**config.mk**
```make
export PLATFORM = sky130hd
export DESIGN_NAME = pc_ctrl
export DESIGN_NICKNAME = d
export VERILOG_FILES = /design/src/rtl/pc_ctrl.sv
export SDC_FILE = /design/constraint.sdc
export NUM_CORES = 1
export LEC_CHECK = 0
export CAP_MARGIN = 20
export CORE_UTILIZATION = 42
export DETAILED_ROUTE_END_ITERATION = 7
export PLACE_DENSITY = 0.86
export SYNTH_ARGS = -nofsm -noshare
export SYNTH_HDL_FRONTEND = slang
export SYNTH_SLANG_ARGS = --single-unit
```
**constraint.sdc**
```tcl
create_clock -name clk -period 2.84 [get_ports clk]
set_input_delay 0.426 -clock clk [delete_from_list [all_inputs] [get_ports clk]]
set_output_delay 0.426 -clock clk [all_outputs]
set_load 0.005 [all_outputs]
```
**src/rtl/pc_ctrl.sv**
```systemverilog
// Program-counter control unit for the multicycle CPU. It holds the PC register, evaluates the
// eight branch conditions, and muxes the next-PC source. It also runs a two-cycle
// exception-entry sequence that saves the PC into an EPC register, and it keeps a saturating
// count of taken branches.
module pc_ctrl #(
  parameter int unsigned           WIDTH      = 32,
  parameter logic [WIDTH-1:0]      RESET_PC   = '0,
  parameter logic [WIDTH-1:0]      EXC_VEC    = 32'h0000_00FC,
  parameter int unsigned           VEC_STRIDE = 4,
  parameter int unsigned           CAUSE_W    = 2,
  parameter int unsigned           CNT_W      = 16
) (
  input  logic               clk,
  input  logic               reset,
  input  logic               pc_write,
  input  logic               pc_write_cond,
  input  logic [2:0]         cond_sel,
  input  logic               zero,
  input  logic               gt,
  input  logic [1:0]         pc_src,
  input  logic [WIDTH-1:0]   alu_result,
  input  logic [WIDTH-1:0]   alu_out,
  input  logic [WIDTH-1:0]   jump_target,
  input  logic               stall,
  input  logic               exc_req,
  input  logic [CAUSE_W-1:0] exc_cause,
  input  logic               cnt_clr,
  output logic [WIDTH-1:0]   pc,
  output logic [WIDTH-1:0]   epc,
  output logic [CAUSE_W-1:0] cause,
  output logic               exc_busy,
  output logic               branch_taken,
  output logic [CNT_W-1:0]   taken_cnt
);

  typedef enum logic [1:0] {StRun, StExcSave, StExcJump} state_e;

  state_e             state_q, state_d;
  logic [WIDTH-1:0]   pc_q, epc_q;
  logic [CAUSE_W-1:0] cause_q;
  logic [CNT_W-1:0]   cnt_q;

  logic               cond_true;
  logic               pc_en;
  logic               in_run;
  logic [WIDTH-1:0]   src_pc;
  logic [WIDTH-1:0]   vec_pc;

  // Branch condition decode from the ALU flags.
  always_comb begin
    cond_true = 1'b0;
    unique case (cond_sel)
      3'b000:  cond_true = zero;
      3'b001:  cond_true = ~zero;
      3'b010:  cond_true = gt;
      3'b011:  cond_true = ~gt;
      3'b100:  cond_true = ~gt & ~zero;
      3'b101:  cond_true = gt | zero;
      3'b110:  cond_true = 1'b1;
      3'b111:  cond_true = 1'b0;
      default: cond_true = 1'b0;
    endcase
  end

  // Next-PC source mux and per-cause exception vector (wraps modulo 2^WIDTH).
  always_comb begin
    src_pc = alu_result;
    unique case (pc_src)
      2'b00:   src_pc = alu_result;
      2'b01:   src_pc = alu_out;
      2'b10:   src_pc = jump_target;
      2'b11:   src_pc = epc_q;
      default: src_pc = alu_result;
    endcase
    vec_pc = EXC_VEC + (WIDTH'(cause_q) * WIDTH'(VEC_STRIDE));
  end

  // State register.
  always_ff @(posedge clk) begin
    if (!reset) begin
      state_q <= StRun;
    end else begin
      state_q <= state_d;
    end
  end

  // Next-state logic: an exception request is only accepted from RUN.
  always_comb begin
    state_d = state_q;
    unique case (state_q)
      StRun:     if (exc_req) state_d = StExcSave;
      StExcSave: state_d = StExcJump;
      StExcJump: state_d = StRun;
      default:   state_d = StRun;
    endcase
  end

  // FSM outputs: PC enable and branch-taken are only live in RUN.
  always_comb begin
    in_run       = (state_q == StRun);
    exc_busy     = ~in_run;
    pc_en        = in_run & ~stall & ~exc_req & (pc_write | (pc_write_cond & cond_true));
    branch_taken = pc_write_cond & cond_true & pc_en;
  end

  // PC, EPC and cause registers.
  always_ff @(posedge clk) begin
    if (!reset) begin
      pc_q    <= RESET_PC;
      epc_q   <= '0;
      cause_q <= '0;
    end else begin
      unique case (state_q)
        StRun: begin
          if (exc_req) begin
            epc_q   <= pc_q;
            cause_q <= exc_cause;
          end else if (pc_en) begin
            pc_q <= src_pc;
          end
        end
        StExcJump: pc_q <= vec_pc;
        default:   pc_q <= pc_q;
      endcase
    end
  end

  // Saturating taken-branch counter; clear wins over increment.
  always_ff @(posedge clk) begin
    if (!reset) begin
      cnt_q <= '0;
    end else if (cnt_clr) begin
      cnt_q <= '0;
    end else if (branch_taken && (cnt_q != {CNT_W{1'b1}})) begin
      cnt_q <= cnt_q + 1'b1;
    end
  end

  assign pc        = pc_q;
  assign epc       = epc_q;
  assign cause     = cause_q;
  assign taken_cnt = cnt_q;

endmodule
```
Yosys cells after proc, flatten, opt, wreduce, memory -nomap -nowiden
Index checks and enable logic that the tools add are counted.
{"block": "word_totals", "word_cells": 52, "in_bits": 112, "regBits": 84}
{"block": "classes", "eq_ne": 16, "add_sub_neg": 2, "reduce_logical": 8, "bitwise": 14, "n_mux": 7}
{"op": "one-hot mux 32 bit (4 select lines)", "n": 1}
{"op": "two-way mux 32 bit", "n": 2}
{"op": "one-hot mux 32 bit (2 select lines)", "n": 1}
{"op": "adder 16 x 1 -> 16 bit, second input constant", "n": 1}
{"op": "!= test 16 bit, second input constant", "n": 1}
{"op": "== test 3 bit, second input constant", "n": 4}
{"op": "adder 8 x 4 -> 9 bit, first input constant", "n": 1}
{"op": "one-hot mux 1 bit (8 select lines)", "n": 1}
{"op": "bitwise AND 1 bit", "n": 6}
{"op": "== test 2 bit, second input constant", "n": 3}
{"op": "== test 3 x 2 -> 1 bit, second input constant", "n": 2}
{"op": "!= test 2 bit, second input constant", "n": 3}
{"op": "inverter 1 bit", "n": 6}
{"op": "== test 2 x 1 -> 1 bit, second input constant", "n": 2}
{"op": "zero test 2 bit", "n": 2}
{"op": "one-hot mux 2 bit (2 select lines)", "n": 1}
{"op": "== test 3 x 1 -> 1 bit, second input constant", "n": 1}
{"op": "zero test 3 bit", "n": 1}
{"op": "AND reduction 3 bit", "n": 1}
{"op": "two-way mux 2 bit", "n": 1}
{"op": "bitwise OR 1 bit", "n": 2}
{"op": "AND reduction 2 bit", "n": 1}
{"op": "nonzero test 2 bit", "n": 1}
{"op": "OR reduction 2 bit", "n": 1}
{"op": "logical AND 1 bit", "n": 1}

Longest topological paths before layout
Gate-level depths: netlist (run 1).
{"block": "logic_depth", "depth_word": 9, "depth_mapped": 8, "mapped_depth_nobuf": 6}

Worst setup path after synthesis (run 1)
Ideal clock, no wire load.
{"block": "synth_path", "kind": "input -> register", "startpoint": "input port cond_sel[2]", "endpoint": "register pc_q[10], in the netlist pc[10]", "cell_stages": 8, "slack_ns": 0.733, "arrival_time_ns": 2.035, "setup_time_ns": 0.072, "cell_sequence": "o21a_1 or4_1 buf_2 a31oi_1 o41a_1 buf_4 buf_6 mux2i_1"}
{"block": "synth_via", "elab_chain_len": 7}
{"item": "start, declared", "line": "17", "text": "input logic [2:0] cond_sel,"}
{"item": "== test 3 bit (tied with other cells)", "line": "52", "text": "unique case (cond_sel)"}
{"item": "one-hot mux 1 bit (8 select lines) (*)", "line": "52"}
{"item": "bitwise AND 1 bit (*)", "line": "102", "text": "pc_en = in_run & ~stall & ~exc_req & (pc_write | (pc_write_cond & cond_true));"}
{"item": "bitwise OR 1 bit (*)", "line": "102"}
{"item": "bitwise AND 1 bit (*)", "line": "102"}
{"item": "!= test 2 bit (no line) (*)"}
{"item": "AND reduction 3 bit (no line) (*)"}
{"item": "end signal, assigned", "line": "119", "text": "pc_q <= src_pc;"}
{"item": "end signal, assigned", "line": "122", "text": "StExcJump: pc_q <= vec_pc;"}
{"item": "end signal, assigned", "line": "123", "text": "default: pc_q <= pc_q;"}
{"item": "end, declared", "line": "39", "text": "logic [WIDTH-1:0] pc_q, epc_q;"}
Mark *: on every way between the ends. The rest lies on a longest branch, timed or not.
A chain may end at the register's enable or synchronous reset.

Final worst setup path (run 1)
{"block": "layout_path", "startpoint": "input port cond_sel[2]", "endpoint": "output port branch_taken"}
{"block": "layout_via", "elab_chain_len": 6}
{"item": "== test 3 bit (tied with other cells)", "line": "52"}
{"item": "one-hot mux 1 bit (8 select lines) (*)", "line": "52"}
{"item": "bitwise AND 1 bit (*)", "line": "102, 103"}
{"item": "bitwise OR 1 bit", "line": "102"}
{"item": "bitwise AND 1 bit", "line": "102"}
{"item": "bitwise AND 1 bit (*)", "line": "103", "text": "branch_taken = pc_write_cond & cond_true & pc_en;"}
{"item": "end, declared", "line": "32", "text": "output logic branch_taken,"}
Marked as above.

==> flow_metrics.py, run 1 <==
metrics = {
    "logic_synthesis": {
        "ys_ff_latch": 84,
        "syn_area_per_cell_um2": 9.42,
        "ys.flop_type": "dfxtp_1",
        "synthArstFlopShare_pct": 0,
        "synth_edf_count": 0,
        "synthDistinctLibCells": 38,
        "synth_nets": 573,
        "ys.warnings.count": 0,
        "synth.largest_area_cell": "dfxtp_1",
        "synth_cells": 459,
        "synth_area_leaders": "dfxtp_1 (39%), mux4_2 (17%), nand2_1 (12%), mux2i_1 (6.5%), a21boi_0 (5.9%)",
        "ys_seq_area_share_pct": 38.9,
        "netlist_area_um2": 4320,
        "synth_top_cell_area_share_pct": 38.9,
    },
    "power": {
        "ir_drop_mv": 0.208,
        "p_per_area_nw_per_um2": 385,
        "leakage_nw": 2.41,
    },
    "cts": {
        "htree_levels": 3,
        "worstSkewPairLatency_ns": 0.33,
        "cts_buffer_depth": 2,
        "path_clk_slew_ns": 0.08,
        "root_buffer": "clkbuf_8",
        "numCtsBuffers": 9,
        "ctsHoldBuffers": 0,
        "cts.sinks": 84,
        "cts_tree": "yes",
    },
    "cells_and_area": {
        "seqCellArea_um2": 1680,
        "layout.nets": 760,
        "drive_gt1_share_pct": 10.9,
        "final_util_pct": 66.9,
        "final-instance-count-excl-fill": 784,
        "layout_commonest_cell": "clkdlybuf4s50_1",
        "n_antenna_cell": 0,
        "synthToLayoutAreaGrowth_pct": 52.5,
        "fillers": 779,
        "final_cell_mix": "clkdlybuf4s50_1 (192), nand2_1 (137), dfxtp_1 (84)",
        "fin_area_um2": 6600,
        "multi_input_area_um2": 2450,
    },
    "worst_setup_path": {
        "rr_worst_depth": 5,
        "startpoint_type": "input port",
        "cp_max_fo": 5,
        "critPathMaxStageDelay_ns": 0.49,
        "worstReg2RegStart": "state_q[0]",
        "endpoint_kind": "output port",
        "path_cells": "clkdlybuf4s50_1 > o21a_1 > buf_4 > o31ai_4 > nand3_2 > inv_2 > clkdlybuf4s50_1",
        "cp.arrival_ns": 2.27,
        "cp-startpoint": "cond_sel[2]",
        "slowest_stage": "clkdlybuf4s50_1",
        "ff2ff_setup_slack_ns": 0.75,
        "r2r_end": "taken_cnt[14]",
        "cpMostUsedCell": "clkdlybuf4s50_1",
        "crit_type": "input port to output port",
        "crit_path_end": "branch_taken",
        "required_ns": 2.41,
    },
    "timing": {
        "whs_ns": 0.477,
        "fmax_mhz": 371,
        "hold_viol_final": 0,
        "finalCritPeriodShare_pct": 95.0,
        "finalCriticalPeriod_ns": 2.70,
        "worst_pin_slew_ns": 0.730,
        "slew_headroom_pct": 51.3,
        "setup_viol": 0,
        "rsz0062_at_grt": "no",
        "drv_slew": 0,
        "skew_ns": 0.0106,
        "fin_setup_tns_ns": 0,
    },
    "drt": {
        "drt-met1-wl_um": 5230,
        "via_per_inst": 5.40,
        "first_pass_iters": 5,
        "top_layer_used": "met4",
        "drt_iter0_drc": 144,
        "routed_wl_um": 13000,
        "wl_per_cell_um": 16.6,
        "ant_nets": 0,
        "dr_wl_met2_um": 6760,
        "met3_length_um": 857,
        "vias": 4237,
        "drc": 0,
    },
    "job": {
        "maxCapViolCount": 0,
    },
    "die": {
        "die_h_um": 103,
        "core_um2": 9860,
        "rows": 36,
        "dieArea_um2": 10700,
        "ios": 196,
        "start_util_pct": 43.8,
        "die_w_um": 103,
    },
    "grt": {
        "grt_pass1_vias": 4297,
        "grt_util_all_layers_pct": 25.2,
        "antenna_found_initial": 0,
        "grt_overflow": 0,
        "grt_start_max_net_pins": 39,
        "grt_pass1_wl_um": 20600,
    },
    "placed_design": {
        "dp_hpwl_um": 9700,
        "io_buffer_count": 195,
        "placed_area_um2": 6420,
        "place_congestion": 0.885,
        "place_inst": 768,
    },
    "outcome": {
        "status": "complete, no violations",
    },
    "hold_path": {
        "min_path_type": "flip-flop to flip-flop",
        "worstHoldPathCells": 2,
    },
}
-- what timing repair did --
item / 4_1_cts / 5_1_grt
setup endpoints to repair: 0 / 1
gates resized for setup: 0 / 2
buffers inserted: 0 / 0
-- area by class of cell --
class                      instances  area share (%)
inverter                          12           0.683
clock buffer                      11            2.14
clock inverter                     5           0.417
timing repair buffer             210            31.6
sequential                        84            25.5
tap                              133            2.52
multi-input combinational        329            37.1
-- registers in the layout (all words and copies together), names as in the netlist --
register	flops
cause	2
epc	32
pc	32
state_q	2
taken_cnt	16
-- power breakdown --
group	switching, mW	total, mW	internal [mW]
Sequential	0.0354	1.25	1.22
Combinational	0.206	0.546	0.340
Clock	0.404	0.740	0.336
Total	0.645	2.54	1.89
-- stage by stage --
step	power [mW]	setup WS [ns]
detailed placement	1.83	0.0515
CTS	2.57	0.0600
global route	2.67	0.00402
finish	2.54	0.142
global placement	1.81	0.137
floorplan	1.52	0.733
-- critical path: cells and delay by family --
kind,cells,cell delay [ns]
buffers and inverters,4,1.18
AND/OR/NAND/NOR,1,0.13
AO/OA/AOI/OAI,2,0.53
-- cells in the mapped netlist (4+ instances only) --
cell and n:
nand2b_1 4, a21boi_0 34, nand3_1 8, or4_1 10, o21ai_0 7, clkbuf_1 27, mux2i_1 28, o31ai_1 10
nand4_1 9, nor2_1 4, nand2_1 137, dfxtp_1 84, inv_1 12, a21oi_1 12, mux4_2 32, a221oi_1 4
-- logic make-up (layout without fill, tap and decap cells) --
| kind of cell | Yosys count | after routing | synth area share, % |
|---|---|---|---|
| buf+inv | 46 | 238 | 4.66 |
| fa+ha+maj | 2 | 2 | 0.579 |
| simple gates | 189 | 189 | 19.7 |
| compound gates | 78 | 78 | 13.0 |
| flops | 84 | 84 | 38.9 |
| mux | 60 | 60 | 23.1 |
-- layer usage --
layer / up-vias / global-route usage [%]
met5: - / 0
met4: 0 / 7.69
met3: 13 / 5.58
met2: 169 / 44.7
met1: 2035 / 30.3
li1: 2020 / -
-- worst min-delay path by stage --
stage	start	to	slack (ns)
3_5_place_dp	pc[23]	pc[23]	0.46
4_1_cts	pc[26]	pc[26]	0.48
6_report	pc[26]	pc[26]	0.48
3_3_place_gp	pc[29]	pc[29]	0.46
5_1_grt	pc[24]	pc[24]	0.50
2_1_floorplan	pc[2]	pc[2]	0.47
Power figures use the tool's default switching activity.
==> run 2: changes to the inputs <==
CORE_MARGIN = 8   (was unset)
==> flow_metrics.py, run 2 (synthesized netlist as in run 1, its figures left out) <==
metrics = {
    "drt": {
        "drc": 0,
        "drt-met1-wl_um": 5410,
        "drt_iter0_drc": 357,
        "routed_wl_um": 14400,
        "wl_per_cell_um": 18.4,
        "ant_nets": 0,
        "dr_wl_met2_um": 7340,
        "top_layer_used": "met4",
        "vias": 4229,
        "via_per_inst": 5.40,
        "first_pass_iters": 4,
        "met3_length_um": 1220,
    },
    "die": {
        "die_h_um": 117,
        "rows": 37,
        "die_w_um": 117,
        "start_util_pct": 42.7,
        "ios": 196,
        "dieArea_um2": 13800,
        "core_um2": 10100,
    },
    "power": {
        "leakage_nw": 2.41,
        "p_per_area_nw_per_um2": 412,
        "ir_drop_mv": 0.276,
        "finalPower_mw": 2.73,
    },
    "worst_setup_path": {
        "slowest_stage": "or4_4",
        "cp_max_fo": 4,
        "path_cells": "clkdlybuf4s50_1 > o21a_1 > or4_4 > nand3_1 > inv_1 > clkdlybuf4s50_1",
        "cpMostUsedCell": "clkdlybuf4s50_1",
        "r2r_end": "taken_cnt[10]",
        "critPathMaxStageDelay_ns": 0.53,
        "required_ns": 2.41,
        "crit_buf_inv": 3,
        "endpoint_kind": "output port",
        "cp.arrival_ns": 2.32,
        "crit_path_end": "branch_taken",
        "critPathTopFamily": "buffers and inverters",
        "startpoint_type": "input port",
        "ff2ff_setup_slack_ns": 0.73,
        "cp-startpoint": "cond_sel[2]",
        "crit_type": "input port to output port",
        "path_depth": 6,
        "rr_worst_depth": 5,
        "worstReg2RegStart": "taken_cnt[4]",
    },
    "grt": {
        "grt_pass1_wl_um": 23100,
        "grt_pass1_vias": 4653,
        "grt_util_all_layers_pct": 20.3,
        "antenna_found_initial": 0,
        "grt_overflow": 0,
        "grt_start_max_net_pins": 39,
    },
    "cts": {
        "numCtsBuffers": 9,
        "cts_tree": "yes",
        "cts_buffer_depth": 2,
        "htree_levels": 3,
        "worstSkewPairLatency_ns": 0.35,
        "cts.sinks": 84,
        "root_buffer": "clkbuf_8",
        "path_clk_slew_ns": 0.10,
        "post-cts-setup-buffers": 0,
    },
    "placed_design": {
        "place_ws_ns": 0.0621,
        "place_congestion": 0.864,
        "place_inst": 767,
        "io_buffer_count": 195,
        "dp_hpwl_um": 10900,
    },
    "timing": {
        "finalCritPeriodShare_pct": 96.5,
        "finalCriticalPeriod_ns": 2.74,
        "skew_ns": 0.0164,
        "worst_pin_slew_ns": 0.872,
        "hold_viol_final": 0,
        "finalWorstSetupSlack_ns": 0.0984,
        "fin_setup_tns_ns": 0,
        "setup_viol": 0,
        "slew_headroom_pct": 41.5,
        "rsz0062_at_grt": "no",
        "drv_slew": 0,
        "fmax_mhz": 365,
        "whs_ns": 0.485,
    },
    "cells_and_area": {
        "drive_gt1_share_pct": 10.2,
        "synthToLayoutAreaGrowth_pct": 53.2,
        "n_antenna_cell": 0,
        "layout.nets": 756,
        "final-instance-count-excl-fill": 783,
        "layout_commonest_cell": "clkdlybuf4s50_1",
        "final_cell_mix": "clkdlybuf4s50_1 (193), nand2_1 (137), dfxtp_1 (84)",
    },
    "job": {
        "maxCapViolCount": 0,
    },
    "hold_path": {
        "worstHoldPathCells": 2,
        "min_path_type": "flip-flop to flip-flop",
    },
    "outcome": {
        "status": "complete, no violations",
    },
}
[run 2: what timing repair did]
item	CTS	global route
setup endpoints to repair	0	1
resized for setup	0	1
hold buffers	0	0
[run 2: worst min-delay path by stage]
stage | startpoint | to | slack [ns]
after floorplan | pc[2] | pc[2] | 0.47
after global placement | pc[17] | pc[17] | 0.46
after detailed placement | pc[3] | epc[3] | 0.47
after CTS | pc[18] | epc[18] | 0.48
after global routing | pc[14] | pc[14] | 0.50
final | pc[3] | pc[3] | 0.49
[run 2: worst register-to-register path, cell delays in order (launching register included)]
cell,delay (ns)
dfxtp_1,0.44
and4_1,0.29
nand3_1,0.20
nor3_1,0.76
or4_1,0.22
a21oi_1,0.06
[run 2: per-layer routing]
metal | up-vias | track usage [%]
li1 | 2014 | -
met1 | 2006 | 21.7
met2 | 178 | 36.3
met3 | 31 | 6.33
met4 | 0 | 8.41
met5 | - | 0
[run 2: stage by stage]
stage,instance area [µm²],util [%]
2_1_floorplan,4320,-
3_3_place_gp,6400,63.1
3_5_place_dp,6400,63.1
4_1_cts,6620,65.3
5_1_grt,6630,65.4
6_report,6630,65.4
[run 2: where the power goes]
group	internal (mW)	switching, mW	total [mW]
Combinational	0.339	0.209	0.548
Sequential	1.22	0.0343	1.25
Clock	0.484	0.447	0.931
Total	2.04	0.690	2.73
[run 2: layout make-up]
type,instances,area (µm²)
Fill cell,799,3510
Multi-Input combinational cell,329,2450
Timing Repair Buffer,206,2060
Sequential cell,84,1680
Tap cell,136,170
Clock buffer,12,165
Clock inverter,4,56.3
Inverter,12,45.0
